===== src/rtl/fp32_to_int32_conv.sv =====
// FP32 -> signed INT32 converter with start/done handshake and an iterative 1-bit shifter.
// Define FP2INT_FAST_SHIFT_EN to replace the iterative shifter with a single-cycle barrel shift.
`timescale 1ns/1ps
module fp32_to_int32_conv #(
  parameter int MAX_RSHIFT = 25
) (
  input  logic        clk,
  input  logic        reset,
  input  logic        start,
  input  logic [31:0] A,
  input  logic [1:0]  round_mode,
  output logic        busy,
  output logic        done,
  output logic [31:0] resultInt,
  output logic        errorConv,
  output logic        overflowConv
);

  localparam int CNT_W = $clog2(((MAX_RSHIFT > 7) ? MAX_RSHIFT : 7) + 1);

  typedef enum logic [1:0] {S_IDLE, S_DECODE, S_SHIFT, S_ROUND} state_t;

  state_t      r_state;
  logic [31:0] r_a;
  logic [1:0]  r_mode;
  logic [31:0] r_mag;
  logic        r_guard;
  logic        r_sticky;
`ifndef FP2INT_FAST_SHIFT_EN
  logic [CNT_W-1:0] r_cnt;
  logic             r_left;
`endif

  logic             w_sign;
  logic [7:0]       w_exp;
  logic [22:0]      w_frac;
  logic [23:0]      w_mant;
  logic             w_is_left;
  logic [7:0]       w_rdiff;
  logic [CNT_W-1:0] w_shift_cnt;
  logic [31:0]      w_sat;
  logic             w_inc;
  logic [31:0]      w_mag_rnd;
  logic [31:0]      w_result;

  assign w_sign    = r_a[31];
  assign w_exp     = r_a[30:23];
  assign w_frac    = r_a[22:0];
  assign w_mant    = {1'b1, w_frac};
  // Unbiased exponent >= 23 means the integer part extends past the mantissa LSB.
  assign w_is_left = (w_exp >= 8'd150);
  assign w_rdiff   = 8'd150 - w_exp;
  assign w_sat     = w_sign ? 32'h8000_0000 : 32'h7FFF_FFFF;

  always_comb begin
    w_shift_cnt = '0;
    if (w_is_left)
      w_shift_cnt = CNT_W'(w_exp - 8'd150);
    else if (int'(w_rdiff) > MAX_RSHIFT)
      w_shift_cnt = CNT_W'(MAX_RSHIFT);
    else
      w_shift_cnt = CNT_W'(w_rdiff);
  end

`ifdef FP2INT_FAST_SHIFT_EN
  logic [63:0] w_rext;
  logic [31:0] w_lmag;
  // Mantissa sits above a 32-bit fraction field so guard and sticky fall out of one shift.
  assign w_rext = {8'd0, w_mant, 32'd0} >> w_shift_cnt;
  assign w_lmag = {8'd0, w_mant} << w_shift_cnt;
`endif

  always_comb begin
    // NOTE: every always_comb output gets a default first so no latch is inferred.
    w_inc = 1'b0;
    case (r_mode)
      2'b00:   w_inc = ~w_sign & (r_guard | r_sticky);
      2'b01:   w_inc =  w_sign & (r_guard | r_sticky);
      2'b10:   w_inc = r_guard & (r_sticky | r_mag[0]);
      default: w_inc = r_guard | r_sticky;
    endcase
  end

  assign w_mag_rnd = r_mag + {31'd0, w_inc};
  assign w_result  = w_sign ? (~w_mag_rnd + 32'd1) : w_mag_rnd;

  always_ff @(posedge clk or posedge reset) begin
    if (reset) begin
      r_state      <= S_IDLE;
      r_a          <= '0;
      r_mode       <= '0;
      r_mag        <= '0;
      r_guard      <= 1'b0;
      r_sticky     <= 1'b0;
`ifndef FP2INT_FAST_SHIFT_EN
      r_cnt        <= '0;
      r_left       <= 1'b0;
`endif
      busy         <= 1'b0;
      done         <= 1'b0;
      resultInt    <= '0;
      errorConv    <= 1'b0;
      overflowConv <= 1'b0;
    end else begin
      // NOTE: sequential state uses non-blocking assignments so every register samples pre-edge values.
      done <= 1'b0;
      case (r_state)
        S_IDLE: begin
          if (start) begin
            r_a     <= A;
            r_mode  <= round_mode;
            busy    <= 1'b1;
            r_state <= S_DECODE;
          end
        end

        S_DECODE: begin
          if (w_exp == 8'hFF) begin
            done    <= 1'b1;
            busy    <= 1'b0;
            r_state <= S_IDLE;
            if (w_frac != '0) begin
              resultInt    <= 32'h8000_0000;
              errorConv    <= 1'b1;
              overflowConv <= 1'b0;
            end else begin
              resultInt    <= w_sat;
              errorConv    <= 1'b0;
              overflowConv <= 1'b1;
            end
          end else if (w_exp >= 8'd158) begin
            done         <= 1'b1;
            busy         <= 1'b0;
            r_state      <= S_IDLE;
            errorConv    <= 1'b0;
            // -2^31 is the only representable value with e >= 31.
            if (r_a == 32'hCF00_0000) begin
              resultInt    <= 32'h8000_0000;
              overflowConv <= 1'b0;
            end else begin
              resultInt    <= w_sat;
              overflowConv <= 1'b1;
            end
          end else if (w_exp == 8'd0) begin
            if (w_frac == '0) begin
              done         <= 1'b1;
              busy         <= 1'b0;
              r_state      <= S_IDLE;
              resultInt    <= '0;
              errorConv    <= 1'b0;
              overflowConv <= 1'b0;
            end else begin
              r_mag    <= '0;
              r_guard  <= 1'b0;
              r_sticky <= 1'b1;
              r_state  <= S_ROUND;
            end
          end else begin
`ifdef FP2INT_FAST_SHIFT_EN
            if (w_is_left) begin
              r_mag    <= w_lmag;
              r_guard  <= 1'b0;
              r_sticky <= 1'b0;
            end else begin
              r_mag    <= w_rext[63:32];
              r_guard  <= w_rext[31];
              r_sticky <= |w_rext[30:0];
            end
            r_state <= S_ROUND;
`else
            r_mag    <= {8'd0, w_mant};
            r_guard  <= 1'b0;
            r_sticky <= 1'b0;
            r_left   <= w_is_left;
            r_cnt    <= w_shift_cnt;
            r_state  <= (w_shift_cnt == '0) ? S_ROUND : S_SHIFT;
`endif
          end
        end

`ifndef FP2INT_FAST_SHIFT_EN
        S_SHIFT: begin
          if (r_left) begin
            r_mag <= {r_mag[30:0], 1'b0};
          end else begin
            r_sticky <= r_sticky | r_guard;
            r_guard  <= r_mag[0];
            r_mag    <= {1'b0, r_mag[31:1]};
          end
          r_cnt <= r_cnt - 1'b1;
          if (r_cnt == CNT_W'(1)) r_state <= S_ROUND;
        end
`endif

        S_ROUND: begin
          resultInt    <= w_result;
          errorConv    <= 1'b0;
          overflowConv <= 1'b0;
          done         <= 1'b1;
          busy         <= 1'b0;
          r_state      <= S_IDLE;
        end

        default: r_state <= S_IDLE;
      endcase
    end
  end

endmodule

===== config.mk =====
export PLATFORM = sky130hd
export DESIGN_NAME = fp32_to_int32_conv
export DESIGN_NICKNAME = d
export VERILOG_FILES = /design/src/rtl/fp32_to_int32_conv.sv
export SDC_FILE = /design/constraint.sdc
export NUM_CORES = 1
export LEC_CHECK = 0
export ABC_AREA = 1
export BUFFER_PORTS_ARGS = -buffer_cell sky130_fd_sc_hd__buf_2
export CORE_MARGIN = 1
export CORE_UTILIZATION = 30
export DETAILED_ROUTE_END_ITERATION = 16
export PLACE_DENSITY = 0.5
export REMOVE_ABC_BUFFERS = 1
export SETUP_SLACK_MARGIN = 0.1
export SLEW_MARGIN = 20
export SYNTH_ARGS = -nofsm -noshare
export SYNTH_HDL_FRONTEND = slang
export SYNTH_SLANG_ARGS = --single-unit

===== constraint.sdc =====
create_clock -name clk -period 6.3 [get_ports clk]
set_clock_uncertainty 0.15 [all_clocks]
set_input_delay 1.26 -clock clk [delete_from_list [all_inputs] [get_ports clk]]
set_output_delay 1.26 -clock clk [all_outputs]
set_load 0.01 [all_outputs]

Yosys cells after proc, flatten, opt, wreduce, memory -nomap -nowiden

Index checks and enable logic that the tools add are counted.

Bits in registers: 112
Input bits: 37
Output and inout bits: 36
Logic and storage cells: 126

Add/sub/neg operators: 5
Magnitude comparators: 3
Equal/unequal tests: 17
Muxes and demuxes: 61
Bitwise gates (word level): 10
Reductions and logical operators: 17

Operators with widths:

| cell                                                           | count |
|---|---|
| 2-to-1 mux 32 bit                                              | 13 |
| one-hot mux 32 bit (2 select lines)                            | 2 |
| adder 32 x 1 -> 32 bit                                         | 1 |
| adder 32 x 1 -> 32 bit (second input constant)                 | 1 |
| equality test 32 bit (second input constant)                   | 1 |
| NOT 32 bit                                                     | 1 |
| 2-to-1 mux 1 bit                                               | 26 |
| 2-to-1 mux 5 bit                                               | 5 |
| zero test 23 bit                                               | 1 |
| nonzero test 23 bit                                            | 1 |
| greater-or-equal comparator 8 bit (second input constant)      | 2 |
| AND reduction 4 bit                                            | 4 |
| 2-to-1 mux 2 bit                                               | 6 |
| inequality test 2 bit (second input constant)                  | 6 |
| one-hot mux 1 bit (2 select lines)                             | 5 |
| one-hot mux 5 bit (2 select lines)                             | 1 |
| equality test 8 bit (second input constant)                    | 1 |
| greater-than comparator 8 x 5 -> 1 bit (second input constant) | 1 |
| zero test 8 bit                                                | 1 |
| inequality test 4 bit (second input constant)                  | 2 |
| one-hot mux 2 bit (4 select lines)                             | 1 |
| subtractor 8 bit (first input constant)                        | 1 |
| equality test 2 bit (second input constant)                    | 3 |
| one-hot mux 1 bit (3 select lines)                             | 2 |
| 15 further kinds                                               | 25 |

Depth between registers and ports, before layout

Word-level depth: 10
Mapped depth: 24
Depth with buffers taken out: 22

Worst setup path before layout

No wires, ideal clock.

Path kind: register -> register
From: register r_a[31]
To: register resultInt[27]
Setup time: 0.073 ns
Arrival time: 3.106 ns
Data required time: 6.077 ns
Slack: 2.971 ns
Stages on the path, launching flop included: 22
Buffers on the path: 2
Period minus slack after synthesis: 3.329 ns
Path through: dfrtp_1 buf_2 buf_1 nor2_1 xnor2_1 o32ai_1 ha_1 ha_1 nand2_2 nor2_8 nand2_4 xor2_1 nand2_2 nor2_8 nand3_4 nor2_4 nand2_2 nand2_2 nand2_2 nand2_2 nand3_2 a21oi_2

Cells in the longest elaborated chain, start to end: 8
Elaborated cells on any way between the ends: 15
Classes of those cells: add/sub (2); eq/ne (1); mux (8); bitwise (4)

RTL lines:

| item                                    | line | text |
|---|---|---|
| start: declaration                      | 24   | `logic [31:0] r_a;` |
| start signal: assignment                | 90   | `r_a <= '0;` |
| start signal: assignment                | 110  | `r_a <= A;` |
| NOT 1 bit                               | 77   | `2'b00: w_inc = ~w_sign & (r_guard \| r_sticky);` |
| AND 1 bit                               | 77   |  |
| one-hot mux 1 bit (3 select lines)      | 76   | `case (r_mode)` |
| adder 32 x 1 -> 32 bit                  | 84   | `assign w_mag_rnd = r_mag + {31'd0, w_inc};` |
| NOT 32 bit                              | 85   | `assign w_result = w_sign ? (~w_mag_rnd + 32'd1) : w_mag_rnd;` |
| adder 32 x 1 -> 32 bit                  | 85   |  |
| 2-to-1 mux 32 bit                       | 85   |  |
| one-hot mux 32 bit (2 select lines) (*) | 107  | `case (r_state)` |
| end signal: assignment                  | 127  | `resultInt <= w_sat;` |
| end signal: assignment                  | 141  | `resultInt <= w_sat;` |
| end signal: assignment                  | 196  | `resultInt <= w_result;` |
| end: declaration                        | 14   | `output logic [31:0] resultInt,` |

Every way passes the cells marked *; elsewhere a longest branch is shown, timed or not.
A chain may end at the register's enable or synchronous reset.

Worst setup path after layout

Ends and elaborated chain as after synthesis.

==> summary.md <==
| Metric | Value |
|---|---|
| Syn. warnings | 0 |
| Met1 Use GR | between 20% and 30% |
| Share of cells above drive strength 1 | between 10% and 20% |
| Post-synth EDFFs | 0 |
| Core area | 0.0238 mm2 |
| Tot Pwr | 4.30 mW |
| Main synth FF type | dfrtp_1 |
| CTS Hold Bufs | 0 |
| # nets final | 1138 |
| PortBufs | a little over 70 |
| CTS tree | done |
| Total number of vias | slightly below 7000 |
| #FFs+latches synth | around 110 |
| DRC | 0 |
| Pins Over Slew Limit | 0 |
| Placer Congestion | just over 0.9 |
| Clock Sink Count | between 100 and 150 |
| Die Wd | 159 um |
| Mean Syn Cell Area | 7.11 um2 |
| CP max-delay cell | buf_4 |
| Met3 Track Usage GR | ~3.1% |
| Status | finished, final reports clean |
| Clock slew at reported path FFs | 0.08 ns |
| Initial Utilization | approximately 31% |
| First-pass GRT wire length | between 30000 and 40000 um |
| Worst setup path endpoint | resultInt[27] |
| Post-Syn Area | 0.00737 mm2 |
| Drt via density | 4.87 |
| CTS Root Buffer Type | clkbuf_16 |
| Iteration count of the initial detailed-routing pass | 5 |
| Sum of buffers and inverters on the critical path | 1 |
| Pleak | 3.88 nW |
| Area contributors post-synth | dfrtp_1 38%, nand2_1 14%, nor2_1 7.4% |
| Initial detailed-routing violation count | 427 |
| Worst path cell trace | buf_4, nor2_1, xnor2_1, o32ai_1, ha_1, ha_1, nand2_2, nor2_8, nand3_2, nor2_1, nand3_1, nand2_1, nand3_1, nor2_4, nand2_2, nand2_2, nand3_1, nand3_2, a21oi_2 |
| Fin crit period | roughly 3.6 ns |
| Initial antenna violation count | 0 |
| Final Worst Setup Slack | between 2 and 3 ns |
| CP delay by family, top | simple AND/OR/NAND/NOR gates |
| Worst reg2reg endpoint | resultInt[27] |
| Grt total ovfl | 0 |
| Fmax | about 0.28 GHz |
| Synth cell types | 46 |
| CTS max path bufs | 2 |
| Max-cap violations | 0 |
| GR Util met2 | approximately a quarter |
| Synth top area share | a little under two fifths |
| Row cnt | 56 |
| Hold Vio Cnt, Final | 0 |
| Final setup fails | 0 |
| H-tree depth | 3 |
| Die Footprint | between 0.02 and 0.03 mm2 |
| Gr usage total | between 10% and 20% |
| Peak per-stage delay on the critical path | about 0.37 ns |
| Antenna viol nets, final | 0 |
| Arrival @ worst endpoint | between 3 and 4 ns |
| Crit. End Element | register |
| WL/cell | between 15 and 20 um |
| RSZ-0062 raised after global routing | no |
| Pwr dens | a little over 500 mW/mm2 |
| Worst Path Required | approximately 6.4 ns |
| DP Worst Slack | about 2.6 ns |
| Setup TNS | 0 ns |
| Largest net degree at the start of global routing | 63 |
| Max IR drop VDD | about 0.15 mV |
| N_diodes | 0 |
| Worst Hold Class | reg -> reg |
| CTS Buf Count | 9 |
| Global routing's busiest layer | met2 |
| Die Height | about 160 um |
| Slew @ Worst Pin | ~1.0 ns |
| Clock latency on the worst-skew pair | 0.37 ns |
| Ys async rst share | 100% |
| Fin crit share | between 50% and 60% |
| HPWL after detailed placement | 16400 um |
| Post_cts resized | 0 |
| Final WL | 21300 um |
| Max FO, Critical Path | 38 |
| Vias in the first global route | 6474 |
| Register area share after synthesis | a little under two fifths |
| Post-CTS Setup Inserts | 0 |
| Synthesis-to-finish area growth | 12.7% |
| Worst Reg2Reg Path Length in Cells | 19 |
| Hold Crit Start | busy |
| Post-synthesis cell count | a little over 1000 |
| Critical Path Stages | 19 |
| Critical Path Start | r_a[31] |
| Synth area leader | dfrtp_1 |
| Reg2reg start | r_a[31] |
| Crit Path Class | reg -> reg |
| R2R setup slack | ~2.7 ns |
| Ports | 73 |
| Fin Hold WS | about 0.34 ns |
| Slew HR | between 30% and 40% |
| Critical path launch point type | register |
[where the power goes]
group	switching, mW	leakage [nW]	total, mW	internal [mW]
Combinational	1.55	2.39	2.36	0.811
Sequential	0.306	1.35	1.37	1.07
Clock	0.298	0.134	0.571	0.273
Total	2.15	3.88	4.30	2.15
[sequential cells by signal, summed over array words and instances (netlist names), 2 cells and up, named ones only]
| signal | cells |
|---|---|
| r_mode | 2 |
| r_a | 32 |
| r_mag | 32 |
| r_cnt | 5 |
| resultInt | 32 |
[metrics by stage]
step / cell area [um2] / utilization, % / instances
2_1_floorplan: 7220 / - / 1002
3_3_place_gp: 8030 / 33.8 / 1398
3_5_place_dp: 8030 / 33.8 / 1398
4_1_cts: 8300 / 35.0 / 1414
5_1_grt: 8310 / 35.0 / 1414
6_report: 8310 / 35.0 / 1414
[metal layers]
metal  vias to the layer above  part of all wire, %
met5                         -                    0
met4                         0                  1.4
met3                        19                  3.9
met2                       118                   43
met1                      3234                   52
li1                       3515                    -
[worst reg2reg max path: cells and delay by family (launching register included)]
kind	cells	cell delay (ns)
DFF	1	0.32
AOI/OAI and AO/OA	2	0.18
and+or+nand+nor	13	1.73
buffers and inverters	1	0.37
xor gates and xnor gates	1	0.14
adders and majority gates	2	0.63
[worst min-delay path by stage]
stage                    end  slack, ns  cells past startpoint
6_report                busy       0.34                      2
5_1_grt        resultInt[25]       0.39                      2
4_1_cts                 busy       0.35                      2
3_5_place_dp            busy       0.33                      2
3_3_place_gp            busy       0.34                      2
2_1_floorplan         r_left       0.33                      2
[cell type report]
class,instances,area (um2)
clock buffers,9,225
clock inverters,7,53.8
fillers,2611,15400
inverters,109,412
multi-input cells,781,4020
flip-flops and latches,112,2800
well taps,319,399
repair buffers,77,398
[cells in the final DEF (no fill, tap or decap), types with 18 or more instances in the layout]
cell type,count
nand3_1,80
nor2_2,18
mux2_2,23
inv_1,101
o221ai_1,26
a21oi_1,53
dfrtp_1,112
nand2_1,265
buf_2,72
nor2_1,145
o21ai_0,54
nand2_2,19
[synth_stat cells (4+ instances only)]
| master | instances |
|---|---|
| nand2_1 | 267 |
| nor2_1 | 146 |
| dfrtp_1 | 112 |
| inv_1 | 102 |
| nand3_1 | 80 |
| o21ai_0 | 54 |
| a21oi_1 | 53 |
| o221ai_1 | 26 |
| mux2_2 | 23 |
| clkbuf_1 | 19 |
| nand2_2 | 17 |
| nor2_2 | 17 |
| ha_1 | 11 |
| nand4_1 | 11 |
| buf_2 | 9 |
| nand3b_1 | 9 |
| o21ai_1 | 7 |
| nor3_1 | 6 |
| o22ai_1 | 6 |
| inv_2 | 5 |
| nor2_4 | 5 |
| xor2_1 | 5 |
| nor4_1 | 4 |
| o211ai_1 | 4 |
[cells by family after synthesis]
family | Yosys count | synth area share, %
adders and majority gates | 11 | 1.87
and+or+nand+nor | 574 | 34.7
xor gates and xnor gates | 8 | 0.951
DFF | 112 | 38.0
muxes | 23 | 3.51
buffers and inverters | 143 | 7.59
AOI/OAI and AO/OA | 165 | 13.4
Power figures use the tool's default switching activity.
